**src/rtl/req_gen_pkg.sv**
```systemverilog
// Shared types for the multi-channel request generator.
package req_gen_pkg;

    typedef enum logic [1:0] {
        IDLE = 2'd0,
        RUN  = 2'd1,
        DONE = 2'd2
    } state_t;

    typedef enum logic {
        MODE_FREE    = 1'b0,
        MODE_BOUNDED = 1'b1
    } mode_t;

endpackage : req_gen_pkg

```
**src/rtl/req_gen_rr_arbiter.sv**
```systemverilog
// Combinational round-robin picker: first eligible index strictly after ptr_i, wrapping.
module rr_arbiter #(
    parameter int unsigned NUM_CH = 4,
    localparam int unsigned CH_W  = $clog2(NUM_CH)
) (
    input  logic [NUM_CH-1:0] elig_i,
    input  logic [CH_W-1:0]   ptr_i,
    output logic              gnt_valid_c,
    output logic [CH_W-1:0]   gnt_idx_c
);

    logic [CH_W-1:0] idx;

    always_comb begin
        gnt_valid_c = 1'b0;
        gnt_idx_c   = '0;
        idx         = '0;
        // Offset NUM_CH lands back on ptr_i itself, so it is checked last.
        for (int unsigned off = 1; off <= NUM_CH; off++) begin
            idx = CH_W'((32'(ptr_i) + off) % NUM_CH);
            if (!gnt_valid_c && elig_i[idx]) begin
                gnt_valid_c = 1'b1;
                gnt_idx_c   = idx;
            end
        end
    end

endmodule : rr_arbiter

```
**src/rtl/req_gen.sv**
```systemverilog
// Multi-channel keyed request generator: per-channel counters, round-robin
// arbitration over one req/ack handshake, free-running or bounded operation.
module req_gen
    import req_gen_pkg::*;
#(
    parameter int unsigned NUM_CH = 4,
    parameter int unsigned KEY_W  = 4,
    localparam int unsigned CH_W  = $clog2(NUM_CH)
) (
    input  logic              clk,
    input  logic              rst_n,
    input  logic              start,
    input  logic              mode,
    input  logic [KEY_W-1:0]  limit,
    input  logic [NUM_CH-1:0] ch_en,
    output logic              req,
    output logic [CH_W-1:0]   req_ch,
    output logic [KEY_W-1:0]  req_key,
    input  logic              ack,
    output logic              done
);

    state_t            state_q, state_d;
    mode_t             mode_q, mode_d;
    logic [KEY_W-1:0]  limit_q, limit_d;
    logic [KEY_W-1:0]  cnt_q [NUM_CH];
    logic [KEY_W-1:0]  cnt_d [NUM_CH];
    logic [CH_W-1:0]   ptr_q, ptr_d;
    logic              req_q, req_d;
    logic [CH_W-1:0]   req_ch_q, req_ch_d;
    logic [KEY_W-1:0]  req_key_q, req_key_d;
    logic              done_q, done_d;

    logic              load_c;
    logic [NUM_CH-1:0] elig_c;
    logic              gnt_valid_c;
    logic [CH_W-1:0]   gnt_idx_c;

    // Counter/parameter update; load_c marks edges where a fresh grant is loaded.
    always_comb begin
        cnt_d   = cnt_q;
        mode_d  = mode_q;
        limit_d = limit_q;
        load_c  = 1'b0;
        if (start) begin
            for (int unsigned i = 0; i < NUM_CH; i++) begin
                cnt_d[i] = '0;
            end
            mode_d  = mode_t'(mode);
            limit_d = limit;
            load_c  = 1'b1;
        end else if (state_q == RUN) begin
            if (req_q && ack) begin
                cnt_d[req_ch_q] = cnt_q[req_ch_q] + KEY_W'(1);
                load_c          = 1'b1;
            end else if (!req_q) begin
                load_c = 1'b1;
            end
        end
    end

    // Eligibility is judged on post-update counters and the effective mode/limit.
    always_comb begin
        elig_c = '0;
        for (int unsigned i = 0; i < NUM_CH; i++) begin
            elig_c[i] = ch_en[i] && !((mode_d == MODE_BOUNDED) && (cnt_d[i] == limit_d));
        end
    end

    rr_arbiter #(
        .NUM_CH (NUM_CH)
    ) u_arb (
        .elig_i      (elig_c),
        .ptr_i       (ptr_q),
        .gnt_valid_c (gnt_valid_c),
        .gnt_idx_c   (gnt_idx_c)
    );

    always_comb begin
        state_d   = state_q;
        ptr_d     = ptr_q;
        req_d     = req_q;
        req_ch_d  = req_ch_q;
        req_key_d = req_key_q;
        done_d    = done_q;
        if (load_c) begin
            if (gnt_valid_c) begin
                state_d   = RUN;
                req_d     = 1'b1;
                req_ch_d  = gnt_idx_c;
                req_key_d = cnt_d[gnt_idx_c];
                ptr_d     = gnt_idx_c;
                done_d    = 1'b0;
            end else begin
                req_d = 1'b0;
                if (mode_d == MODE_BOUNDED) begin
                    state_d = DONE;
                    done_d  = 1'b1;
                end else begin
                    state_d = RUN;
                    done_d  = 1'b0;
                end
            end
        end
    end

    always_ff @(posedge clk or negedge rst_n) begin
        if (!rst_n) begin
            state_q <= IDLE;
        end else begin
            state_q <= state_d;
        end
    end

    always_ff @(posedge clk or negedge rst_n) begin
        if (!rst_n) begin
            mode_q    <= MODE_FREE;
            limit_q   <= '0;
            ptr_q     <= CH_W'(NUM_CH - 1);
            req_q     <= 1'b0;
            req_ch_q  <= '0;
            req_key_q <= '0;
            done_q    <= 1'b0;
            for (int unsigned i = 0; i < NUM_CH; i++) begin
                cnt_q[i] <= '0;
            end
        end else begin
            mode_q    <= mode_d;
            limit_q   <= limit_d;
            ptr_q     <= ptr_d;
            req_q     <= req_d;
            req_ch_q  <= req_ch_d;
            req_key_q <= req_key_d;
            done_q    <= done_d;
            for (int unsigned i = 0; i < NUM_CH; i++) begin
                cnt_q[i] <= cnt_d[i];
            end
        end
    end

    assign req     = req_q;
    assign req_ch  = req_ch_q;
    assign req_key = req_key_q;
    assign done    = done_q;

endmodule : req_gen

```
**config.mk**
```make
export PLATFORM = sky130hd
export DESIGN_NAME = req_gen
export DESIGN_NICKNAME = d
export VERILOG_FILES = /design/src/rtl/req_gen_pkg.sv /design/src/rtl/req_gen_rr_arbiter.sv /design/src/rtl/req_gen.sv
export SDC_FILE = /design/constraint.sdc
export NUM_CORES = 1
export LEC_CHECK = 0
export BUFFER_PORTS_ARGS = -buffer_cell sky130_fd_sc_hd__buf_4
export CAP_MARGIN = 30
export CORE_ASPECT_RATIO = 1.5
export CORE_MARGIN = 1.5
export CORE_UTILIZATION = 40
export DETAILED_ROUTE_END_ITERATION = 8
export PLACE_DENSITY = 0.6
export RECOVER_POWER = 25
export REMOVE_ABC_BUFFERS = 1
export SYNTH_ARGS = -nofsm -noshare
export SYNTH_HDL_FRONTEND = slang
export SYNTH_SLANG_ARGS = --single-unit
```
**constraint.sdc**
```tcl
create_clock -name clk -period 11.3 [get_ports clk]
set_input_delay 0.565 -clock clk [delete_from_list [all_inputs] [get_ports clk]]
set_output_delay 0.565 -clock clk [all_outputs]
set_load 0.01 [all_outputs]
```
==> impl_metrics.json <==
{
  "coreArea_sq_um": 5410,
  "fin_setup_tns_ns": 0,
  "worstPathRequired_ns": 11.49,
  "critPathMaxFanout": 17,
  "period_share_pct": 40.8,
  "start_kind": "flop",
  "dr_total_vias": 1929,
  "std_cell_rows": 33,
  "violations": "capacitance limit, slew limit",
  "leakage_nw": 1.10,
  "final_util_pct": 46.2,
  "cts_resized": 0,
  "holdWs_ns": 0.522,
  "start_util_pct": 41.3,
  "fin_area_sq_um": 2500,
  "synth-seq-area-share_pct": 35.9,
  "ir_worst_vdd_v": 0.0000821,
  "critical_path_class": "reg -> reg",
  "avgSynthCellArea_sq_um": 9.43,
  "critPathMaxStageDelay_ns": 0.75,
  "post_cts_hold_buffer_count": 0,
  "drt-wirelength-per-cell_um": 18.5,
  "syn_inst": 237,
  "numCtsBuffers": 5,
  "pin_count": 21,
  "min_from": "ptr_q[0]",
  "post-cts-setup-buffers": 0,
  "crit_chain": "mux4_2, ha_1, nor2b_1, or3b_1, and3_1, o21ai_0, a211o_1, a22oi_1, a31oi_1, nand2_1, a211o_1, o211a_1",
  "die_h_um": 94.5,
  "die-area_sq_um": 6050,
  "drtPass1Iterations": 4,
  "layout.nets": 266,
  "clock-skew-final_ns": 0.00448,
  "fmax_ghz": 0.217,
  "worst_setup_hold_path_clk_slew_ns": 0.07,
  "grt_pass1_wl_mm": 9.89,
  "drc": 0,
  "slew-limit-headroom_pct": -22.0,
  "hold_viol_final": 0,
  "place_ws_ns": 6.76,
  "cp_data_arrival_time_ns": 4.80,
  "crit_path_frequent_cell": "a211o_1",
  "critPathCaptureType": "flop",
  "ys_types": 64,
  "synthFlopType": "dfrtp_1",
  "vias_per_cell": 5.97,
  "cts_sinks": 32,
  "run_status": "finished with violations",
  "dp_hpwl_mm": 4.52,
  "track_usage_pct": 22.1,
  "cts_tree": "yes",
  "postRouteAntennaNets": 0,
  "cap_violations": 1,
  "placed_cell_area_sq_um": 2410,
  "max_slew.worst_pin.slew_ns": 1.83,
  "grt_pass1_vias": 1915,
  "slew_viol_final": 33,
  "yosysWarningCount": 0,
  "overflow": 0,
  "slowest_stage": "dfrtp_1",
  "rsz0062_at_grt": "false",
  "grt_antenna_before_repair": 0,
  "io_buffers": 20,
  "hold_path_class": "reg -> reg",
  "fin_ws_ns": 6.69,
  "area_growth_syn_to_layout_pct": 11.9,
  "clkLatencyLatePin_ns": 0.29,
  "worstReg2RegStart": "req_ch[1]",
  "synthesis.area_sq_um": 2230,
  "drive_above_1_share_pct": 20.6,
  "cp-startpoint": "req_ch[1]",
  "root_buffer": "clkbuf_8",
  "nFillCells": 550,
  "crit_family": "compound AO/OA/AOI/OAI gates",
  "power.density_nw_per_um2": 162,
  "synth_edf_count": 0,
  "critPathBufInv": 0,
  "grt_start_max_net_pins": 38,
  "clockBufferDepth": 2,
  "ys_async_sr_fraction_pct": 100,
  "place.gp.congestion": 0.918,
  "finalCriticalPeriod_ns": 4.61,
  "mostFrequentLayoutCells": "dfrtp_1, buf_4, nor2_1, inv_1, a21oi_1",
  "ys_ff_latch": 32,
  "cts_max_level": 2,
  "wl_mm": 5.97,
  "die_x_um": 64.0,
  "drt_iter0_markers": 109,
  "setup_viol": 0,
  "layout_commonest_cell": "dfrtp_1",
  "diodes": 0
}
==> cell type report <==
cell class	instances	area, sq um	share of cell area [%]
sequential	32	803	32.1
timing repair buffer	20	146	5.86
multi-input combinational	180	1320	52.9
clock inverter	2	10.0	0.400
clock buffer	6	82.6	3.30
tap	70	87.6	3.50
inverter	13	48.8	1.95
==> sequential cells by signal, summed over array words and instances (netlist names) <==
name     flops
req_ch       2
mode_q       1
req          1
limit_q      4
cnt_q       16
ptr_q        2
state_q      2
req_key      4
==> report_power, final <==
group	switching, W	total (W)	internal [W]
clock	0.0000450	0.0000935	0.0000486
combinational	0.0000818	0.000149	0.0000671
sequential	0.0000276	0.000163	0.000136
==> logic make-up after synthesis <==
group / share of synthesized area [%]
and+or+nand+nor: 25.2
AOI/OAI and AO/OA: 22.6
DFF: 35.9
buffers and inverters: 4.93
muxes: 9.57
xor gates and xnor gates: 1.18
adders and majority gates: 0.560
==> synthesized netlist by cell type, types with 3 or more instances <==
master	count	area (sq um)
or2_2	5	31.3
nand3_1	7	35.0
nand2b_1	9	56.3
nor2b_1	8	50.1
or4_1	5	37.5
nor2_1	16	60.1
nor4_1	5	31.3
clkbuf_1	9	33.8
and3_1	6	37.5
o31ai_1	3	22.5
dfrtp_1	30	751
and2_1	5	31.3
mux2_2	3	33.8
a21o_1	3	22.5
mux4_2	4	90.1
a21oi_1	11	55.1
o21ai_0	9	45.0
nor3_1	7	35.0
a211oi_1	5	37.5
mux2i_1	6	60.1
nand2_1	10	37.5
o2111ai_1	3	26.3
o21a_1	3	22.5
a211o_1	3	26.3
inv_1	13	48.8
==> through the flow <==
step,std cells,power (W)
finish,323,0.000406
CTS,323,0.000409
detailed placement,315,0.000314
global placement,315,0.000314
global route,323,0.000432
floorplan,225,0.000258
==> final timing paths <==
kind                               to  slack, ns  cells after the start
min in group asynchronous  state_q[1]       0.76                      1
max                        req_key[3]       6.69                     12
max in group asynchronous   cnt_q[12]       9.48                      1
max reg2reg                req_key[3]       6.69                     12
min                          ptr_q[0]       0.52                      2
min reg2reg                  ptr_q[0]       0.52                      2
==> per-layer routing <==
layer	track usage, %	share of wire (%)	up-vias
met1	25.9	41	942
met2	38.5	52	47
met3	3.93	3.9	17
met4	11.1	3.6	0
li1	-	-	923
met5	0	0	-
==> tightest hold or removal path, stage by stage, from the launching register on <==
cell	delay, ns
dfstp_2	0.38
nor2_1	0.10
nor2_1	0.04
(Power assumes the default switching activity.)
